## config.mk

```make
export PLATFORM = sky130hd
export DESIGN_NAME = wb_arbiter
export DESIGN_NICKNAME = d
export VERILOG_FILES = /design/src/rtl/wb_pkg.sv /design/src/rtl/wb_fifo.sv /design/src/rtl/wb_arbiter.sv
export SDC_FILE = /design/constraint.sdc
export NUM_CORES = 1
export LEC_CHECK = 0
export ABC_AREA = 0
export CORE_ASPECT_RATIO = 1.1
export CORE_MARGIN = 4
export CORE_UTILIZATION = 25
export CTS_CLUSTER_SIZE = 40
export DETAILED_ROUTE_END_ITERATION = 16
export SLEW_MARGIN = 20
export SYNTH_ARGS = -nofsm -noshare
export SYNTH_HDL_FRONTEND = slang
export SYNTH_HIERARCHICAL = 1
export SYNTH_SLANG_ARGS = --single-unit
```

## constraint.sdc

```tcl
create_clock -name clk -period 5 [get_ports clk]
set_clock_uncertainty 0.2 [all_clocks]
set_input_delay 1.25 -clock clk [delete_from_list [all_inputs] [get_ports clk]]
set_output_delay 1.25 -clock clk [all_outputs]
set_load 0.03 [all_outputs]
```

## src/rtl/wb_pkg.sv

```systemverilog
// rtl/wb_pkg.sv - shared widths and write-back request type for wb_arbiter
package wb_pkg;
  localparam int REG_AW_DEF = 5;
  localparam int DATA_W_DEF = 32;

  typedef struct packed {
    logic [REG_AW_DEF-1:0] rd;
    logic [DATA_W_DEF-1:0] data;
  } wb_req_t;
endpackage

```

## src/rtl/wb_fifo.sv

```systemverilog
// rtl/wb_fifo.sv - synchronous FIFO of wb_req_t exposing per-entry valid/rd for hazard tracking
module wb_fifo
  import wb_pkg::*;
#(
  parameter int DEPTH = 4,
  localparam int CW = $clog2(DEPTH + 1),
  localparam int PW = $clog2(DEPTH)
) (
  input  logic                            clk,
  input  logic                            rst,
  input  logic                            push,
  input  wb_req_t                         push_req,
  input  logic                            pop,
  output wb_req_t                         head,
  output logic                            full,
  output logic                            empty,
  output logic [CW-1:0]                   count,
  output logic [DEPTH-1:0]                ent_valid,
  output logic [DEPTH-1:0][REG_AW_DEF-1:0] ent_rd
);

  wb_req_t        mem [DEPTH];
  logic [PW-1:0]  wr_ptr;
  logic [PW-1:0]  rd_ptr;
  logic           do_push;
  logic           do_pop;

  assign full    = (count == CW'(DEPTH));
  assign empty   = (count == '0);
  // full is judged on the pre-edge count, so a pop never frees room for a same-edge push
  assign do_push = push && !full;
  assign do_pop  = pop && !empty;
  assign head    = mem[rd_ptr];

  always_ff @(posedge clk) begin
    if (rst) begin
      wr_ptr <= '0;
      rd_ptr <= '0;
      count  <= '0;
    end else begin
      if (do_push) wr_ptr <= wr_ptr + 1'b1;
      if (do_pop)  rd_ptr <= rd_ptr + 1'b1;
      count <= count + CW'(do_push) - CW'(do_pop);
    end
  end

  always_ff @(posedge clk) begin
    if (do_push) mem[wr_ptr] <= push_req;
  end

  // An entry is live when its distance from the read pointer is below count
  always_comb begin
    for (int i = 0; i < DEPTH; i++) begin
      ent_valid[i] = CW'(PW'(PW'(i) - rd_ptr)) < count;
      ent_rd[i]    = mem[i].rd;
    end
  end

endmodule

```

## src/rtl/wb_arbiter.sv

```systemverilog
// rtl/wb_arbiter.sv - write-back arbiter: load FIFO ahead of ALU, one registered write per cycle
// Optional: WB_ZERO_DISCARD_EN suppresses write_enable for rd==0 and clears pending[0].
module wb_arbiter
  import wb_pkg::*;
#(
  parameter int MEM_FIFO_DEPTH = 4,
  parameter int DATA_W         = DATA_W_DEF,
  parameter int REG_AW         = REG_AW_DEF
) (
  input  logic                 clk,
  input  logic                 rst,
  input  logic                 alu_valid,
  input  logic [REG_AW-1:0]    alu_rd,
  input  logic [DATA_W-1:0]    alu_data,
  output logic                 alu_ready,
  input  logic                 mem_valid,
  input  logic [REG_AW-1:0]    mem_rd,
  input  logic [DATA_W-1:0]    mem_data,
  output logic                 mem_ready,
  output logic [REG_AW-1:0]    rd,
  output logic [DATA_W-1:0]    write_data,
  output logic                 write_enable,
  output logic [2**REG_AW-1:0] pending
);

  localparam int CW = $clog2(MEM_FIFO_DEPTH + 1);

  wb_req_t                                push_req;
  wb_req_t                                head;
  logic                                   fifo_full;
  logic                                   fifo_empty;
  logic [CW-1:0]                          fifo_count;
  logic [MEM_FIFO_DEPTH-1:0]              ent_valid;
  logic [MEM_FIFO_DEPTH-1:0][REG_AW-1:0]  ent_rd;
  logic                                   push;
  logic                                   pop;
  logic                                   head_en;
  logic                                   alu_en;

  assign push_req  = '{rd: mem_rd, data: mem_data};
  assign alu_ready = (fifo_count == '0);
  assign mem_ready = !fifo_full;
  assign push      = mem_valid && !fifo_full && !rst;
  assign pop       = !fifo_empty && !rst;

`ifdef WB_ZERO_DISCARD_EN
  assign head_en = (head.rd != '0);
  assign alu_en  = (alu_rd != '0);
`else
  assign head_en = 1'b1;
  assign alu_en  = 1'b1;
`endif

  wb_fifo #(.DEPTH(MEM_FIFO_DEPTH)) u_fifo (
    .clk       (clk),
    .rst       (rst),
    .push      (push),
    .push_req  (push_req),
    .pop       (pop),
    .head      (head),
    .full      (fifo_full),
    .empty     (fifo_empty),
    .count     (fifo_count),
    .ent_valid (ent_valid),
    .ent_rd    (ent_rd)
  );

  // Queued loads are older than any ALU result, so they always win the port
  always_ff @(posedge clk) begin
    if (rst) begin
      rd           <= '0;
      write_data   <= '0;
      write_enable <= 1'b0;
    end else if (!fifo_empty) begin
      rd           <= head.rd;
      write_data   <= head.data;
      write_enable <= head_en;
    end else if (alu_valid) begin
      rd           <= alu_rd;
      write_data   <= alu_data;
      write_enable <= alu_en;
    end else begin
      write_enable <= 1'b0;
    end
  end

  always_comb begin
    pending = '0;
    for (int i = 0; i < MEM_FIFO_DEPTH; i++) begin
      if (ent_valid[i]) pending[ent_rd[i]] = 1'b1;
    end
`ifdef WB_ZERO_DISCARD_EN
    pending[0] = 1'b0;
`endif
  end

endmodule

```

Word-level counts from Yosys, hierarchy flattened
Memory sizes are Yosys's and may differ from the RTL's. A register that Yosys moved wholly into a read port is not among the register bits.
Index checks and enable logic that the tools add are counted.
Operators by class
  add/subtract/negate cells: 8
  order comparisons: 12
  equality and inequality tests: 2
  muxes and demuxes: 22
  bitwise operators: 3
  reduce and logical (&&, ||, !) cells: 13
Operators by type and width (count)
  $mux W32: 6
  $or A32 B32 Y32: 3
  $lt A5 B6 Y1 const B: 4
  $demux W1 S5: 4
  $ge A5 B1 Y1 const B: 4
  $lt A2 B3 Y1: 4
  $mux W5: 2
  $logic_and A1 B1 Y1: 9
  $mux W1: 8
  $add A2 B1 Y2 const B: 2
  $mux W2: 2
  $sub A1 B2 Y2 const A: 2
  $sub A2 B2 Y2 const A: 2
  $add A3 B1 Y3: 1
  $eq A3 B3 Y1 const B: 1
  $logic_not A1 Y1: 3
  $logic_not A3 Y1: 1
  $sub A3 B1 Y3: 1
  $ne A2 B2 Y1 const B: 1
Word-level totals
  register bits after elaboration: 45
  bits in writable memories: 148
  input bits: 78
  logic and storage cells: 67
  memories: 1
Memories
  u_fifo.mem: depth 4, bits a word 37, read ports 5, clocked after memory_dff 1, wr ports 1, line wb_fifo.sv:22  | wb_req_t mem [DEPTH];

Logic depth before layout (Yosys ltp)
An unclocked memory read counts as a cell.
  word-level depth: 12
  mapped depth: 14
  mapped depth without buffers: 13

Modules after synthesis
The synthesis kept the hierarchy.
Modules (own cells, without submodules)
  wb_fifo: instances 1, cells each 282, area an instance 6143.4 sq um, seq. area each 4624.4 sq um
  wb_arbiter: instances 1, cells each 298, area an instance 2650.0 sq um, seq. area each 760.7 sq um

Worst setup path before layout
OpenSTA, ideal clock, no wires.
  kind: register -> output
  start: register u_fifo.count[1]
  end: output pending[4]
  arrival time: 2250 ps
  required time: 3550 ps
  path slack: 1300 ps
  stages on the path, launching flop included: 8
  buffers on the path: 1
  cells stage by stage: dfxtp_1 > inv_1 > ha_1 > a21oi_1 > or2_2 > or3b_1 > clkbuf_1 > o221ai_1
Between the ends
  elaborated cells on any way between the ends: 11
  classes of those cells: 4 x order compare; 4 x mux; 3 x bitwise
RTL lines
  start: declaration: line wb_fifo.sv:17  | output logic [CW-1:0] count,
  start signal: assignment: line wb_fifo.sv:43  | count <= count + CW'(do_push) - CW'(do_pop);
  $lt A2 B3 Y1: line wb_fifo.sv:54  | ent_valid[i] = CW'(PW'(PW'(i) - rd_ptr)) < count;
  net ent_valid[3]: line wb_arbiter.sv:33  | logic [MEM_FIFO_DEPTH-1:0] ent_valid;
  $mux W32: line wb_arbiter.sv:90  | if (ent_valid[i]) pending[ent_rd[i]] = 1'b1;
  end: declaration: line wb_arbiter.sv:23  | output logic [2**REG_AW-1:0] pending
The timed path passes the listed nets, and every way through them passes these cells.

Final worst setup path
Same ends and word-level chain as after synthesis.

==> results.toml <==
[status]
status = "finished, final reports clean"

[power]
power_mw = 5.31
power_density_nw_per_um2 = 475
leakagePower_nw = 3.65
vdd_drop_max_mv = 0.242

[setup_path]
cpMaxStageDelayCell = "clkdlybuf4s50_1"
crit_path_start = "u_fifo/count[1]"
required_ns = 3.55
path_max_fanout = 8
cp-end-kind = "output port"
timing.rr.start = "u_fifo/count[1]"
cp_slowest_stage_delay_ns = 0.74
crit_type = "flip-flop to output port"
worstPathArrival_ns = 3.34
crit_chain = "inv_1 > ha_1 > a21oi_1 > or2_2 > or3b_1 > o221ai_1 > clkdlybuf4s50_1"
startpoint_type = "flip-flop"
path_buf_inv = 2
crit_family = "buffers and inverters"

[synth]
synth_top_area_cell = "edfxtp_1"
synth_top_area_share_pct = 50.5
synthFlopType = "edfxtp_1"
avgSynthCellArea_um2 = 15.2
synth.ff_latch_count = 195
yosys_warnings = 6
synth_area_leaders = "edfxtp_1 51%, dfxtp_1 11%, mux4_2 8.2%"
synth_cell_type_count = 49
async_flop_share_pct = 0
synth-edff-count = 148
synthesis.instances = 580
syn_area_um2 = 8790
ys_top_cells_by_count = "148 x edfxtp_1, 48 x nor2_1, 47 x dfxtp_1"
synth_fp_nets = 669
seq_area_frac_synth_pct = 61.2
post-synth-top-count-cell = "edfxtp_1"

[final_layout]
drive_gt1_share_pct = 13.1
ff_latch_area_um2 = 5390
final_cells = 1157
area_growth_pct = 27.2
multi_input_area_um2 = 3020
design_area_um2 = 11200
n_antenna_cell = 0
nFillCells = 3395
finalNetCount = 795
final_util_pct = 32.5

[placement]
dpl.hpwl_um = 15200
gp_congestion = 0.898
postPlaceCellArea_um2 = 10600
port_buffers = 149
dp.cells = 1125

[grt]
track_usage_pct = 11.5
grt_max_degree = 78
grt_pass1_wl_um = 34500
grt_antenna_before_repair = 1
overflow = 0
grt_pass1_vias = 5786

[clock_network]
cts_hold_buf = 0
clk_latency_ns = 0.42
cts_sinks = 195
cts_inserted_buffers = 17
cts_root_buffer = "clkbuf_16"
htree_levels = 4
cts_tree = "done"
clkTransAtPathRegs_ns = 0.08
cts_buffer_depth = 2

[drt]
wl_per_cell_um = 19.2
firstDrtPassIters = 7
drc_errors = 0
top_layer = "met5"
wl_met3_um = 1270
dr.first_iter.drc_count = 407
ant_nets = 0
wl_met2_um = 10900
wirelength_um = 22200
viasPerCell = 4.85
num_vias = 5608
wl_met1_um = 9770

[sta]
maxSlewViolCount = 0
finalSetupViolCount = 0
period_share_pct = 95.8
post-route-min-period_ns = 4.79
rsz0062_at_grt = "no"
setup-tns-final_ns = 0
maxSlewHeadroom_pct = 39.7
hold_viol = 0
tightest_slew_ns = 0.904
max_freq_mhz = 209

[floorplanning]
core_um2 = 34500
rows = 71
start_util_pct = 25.5
die_w_um = 187
die-area_um2 = 38200
die_height_um = 205
pin_count = 150

[min_path]
min_from = "u_fifo/wr_ptr[1]"
hold_path.class = "flip-flop to flip-flop"

[job]
maxCapViolations = 0
-- worst paths after layout --
path	end	slack, ns	depth (start not counted)
setup / recovery	pending[4]	0.21	7
hold / removal	u_fifo/wr_ptr[1]	0.33	2
setup reg to reg	u_fifo/count[2]	1.92	13
hold reg to reg	u_fifo/wr_ptr[1]	0.33	2
-- area by class of cell --
type / count / share of cell area [%]
Clock buffer: 17 / 3.80
Clock inverter: 15 / 1.51
Inverter: 12 / 0.403
Multi-Input combinational cell: 321 / 27.0
Sequential cell: 195 / 48.2
Tap cell: 438 / 4.90
Timing Repair Buffer: 159 / 14.3
-- where the power goes --
part / leakage (nW) / switching [mW] / internal (mW)
Clock: 0.287 / 0.647 / 0.714
Combinational: 1.64 / 1.06 / 0.758
Sequential: 1.73 / 0.165 / 1.97
-- state kept, by name (all words and copies together) (netlist names), named ones only --
signal,cells
u_fifo/mem,148
u_fifo/count,3
u_fifo/rd_ptr,2
write_enable,1
write_data,32
u_fifo/wr_ptr,2
rd,5
-- tightest hold or removal path, stage by stage, from the launching register on --
cell and delay, ns:
dfxtp_1 0.34, nand2b_1 0.08, mux2i_1 0.06
-- timing repair --
item / 4_1_cts / 5_1_grt
setup buffers: 0 / 0
gates resized for setup: 0 / 1
hold endpoints to repair: 0 / 0
endpoints found under the setup margin: 0 / 14
-- placed cells by master (no fill, tap or decap), drive strengths merged, types with 5 or more instances in the layout --
| master | synthesis | layout |
|---|---|---|
| nor2 | 48 | 48 |
| mux2i | 38 | 38 |
| nor3b | 5 | 5 |
| clkbuf | 15 | 17 |
| or3b | 7 | 7 |
| a211oi | 37 | 37 |
| mux4 | 37 | 37 |
| and4bb | 6 | 6 |
| o22ai | 17 | 17 |
| edfxtp | 148 | 148 |
| nor2b | 7 | 7 |
| nand2 | 6 | 6 |
| a21oi | 7 | 7 |
| o221ai | 15 | 15 |
| and2 | 7 | 7 |
| inv | 12 | 20 |
| a22oi | 13 | 13 |
| a221o | 13 | 13 |
| nand3b | 10 | 10 |
| buf | 37 | 12 |
| dfxtp | 47 | 47 |
| clkdlybuf4s50 | 0 | 147 |
| ha | 10 | 10 |
-- through the flow --
stage          setup WS, ns  hold WS [ns]
6_report              0.208         0.328
5_1_grt              0.0135         0.359
4_1_cts              0.0976         0.335
3_5_place_dp          0.599         0.322
3_3_place_gp          0.649         0.302
2_1_floorplan          1.30         0.282
-- layer usage --
| layer | track usage, % | vias to the layer above |
|---|---|---|
| li1 | - | 2587 |
| met3 | 3.17 | 17 |
| met5 | 0 | - |
| met1 | 14.7 | 2798 |
| met4 | 2.46 | 2 |
| met2 | 19.6 | 204 |
-- logic make-up (layout without fill, tap and decap cells) --
family	after synthesis	after routing	share of synthesized area [%]
AND/OR/NAND/NOR	120	120	8.41
adder cells (fa/ha/maj)	11	11	1.65
XOR/XNOR	3	3	0.299
flip-flops	195	195	61.2
multiplexers	75	75	14.0
buffers and inverters	64	203	4.62
AO/OA/AOI/OAI	112	112	9.76
Power figures use the tool's default switching activity.
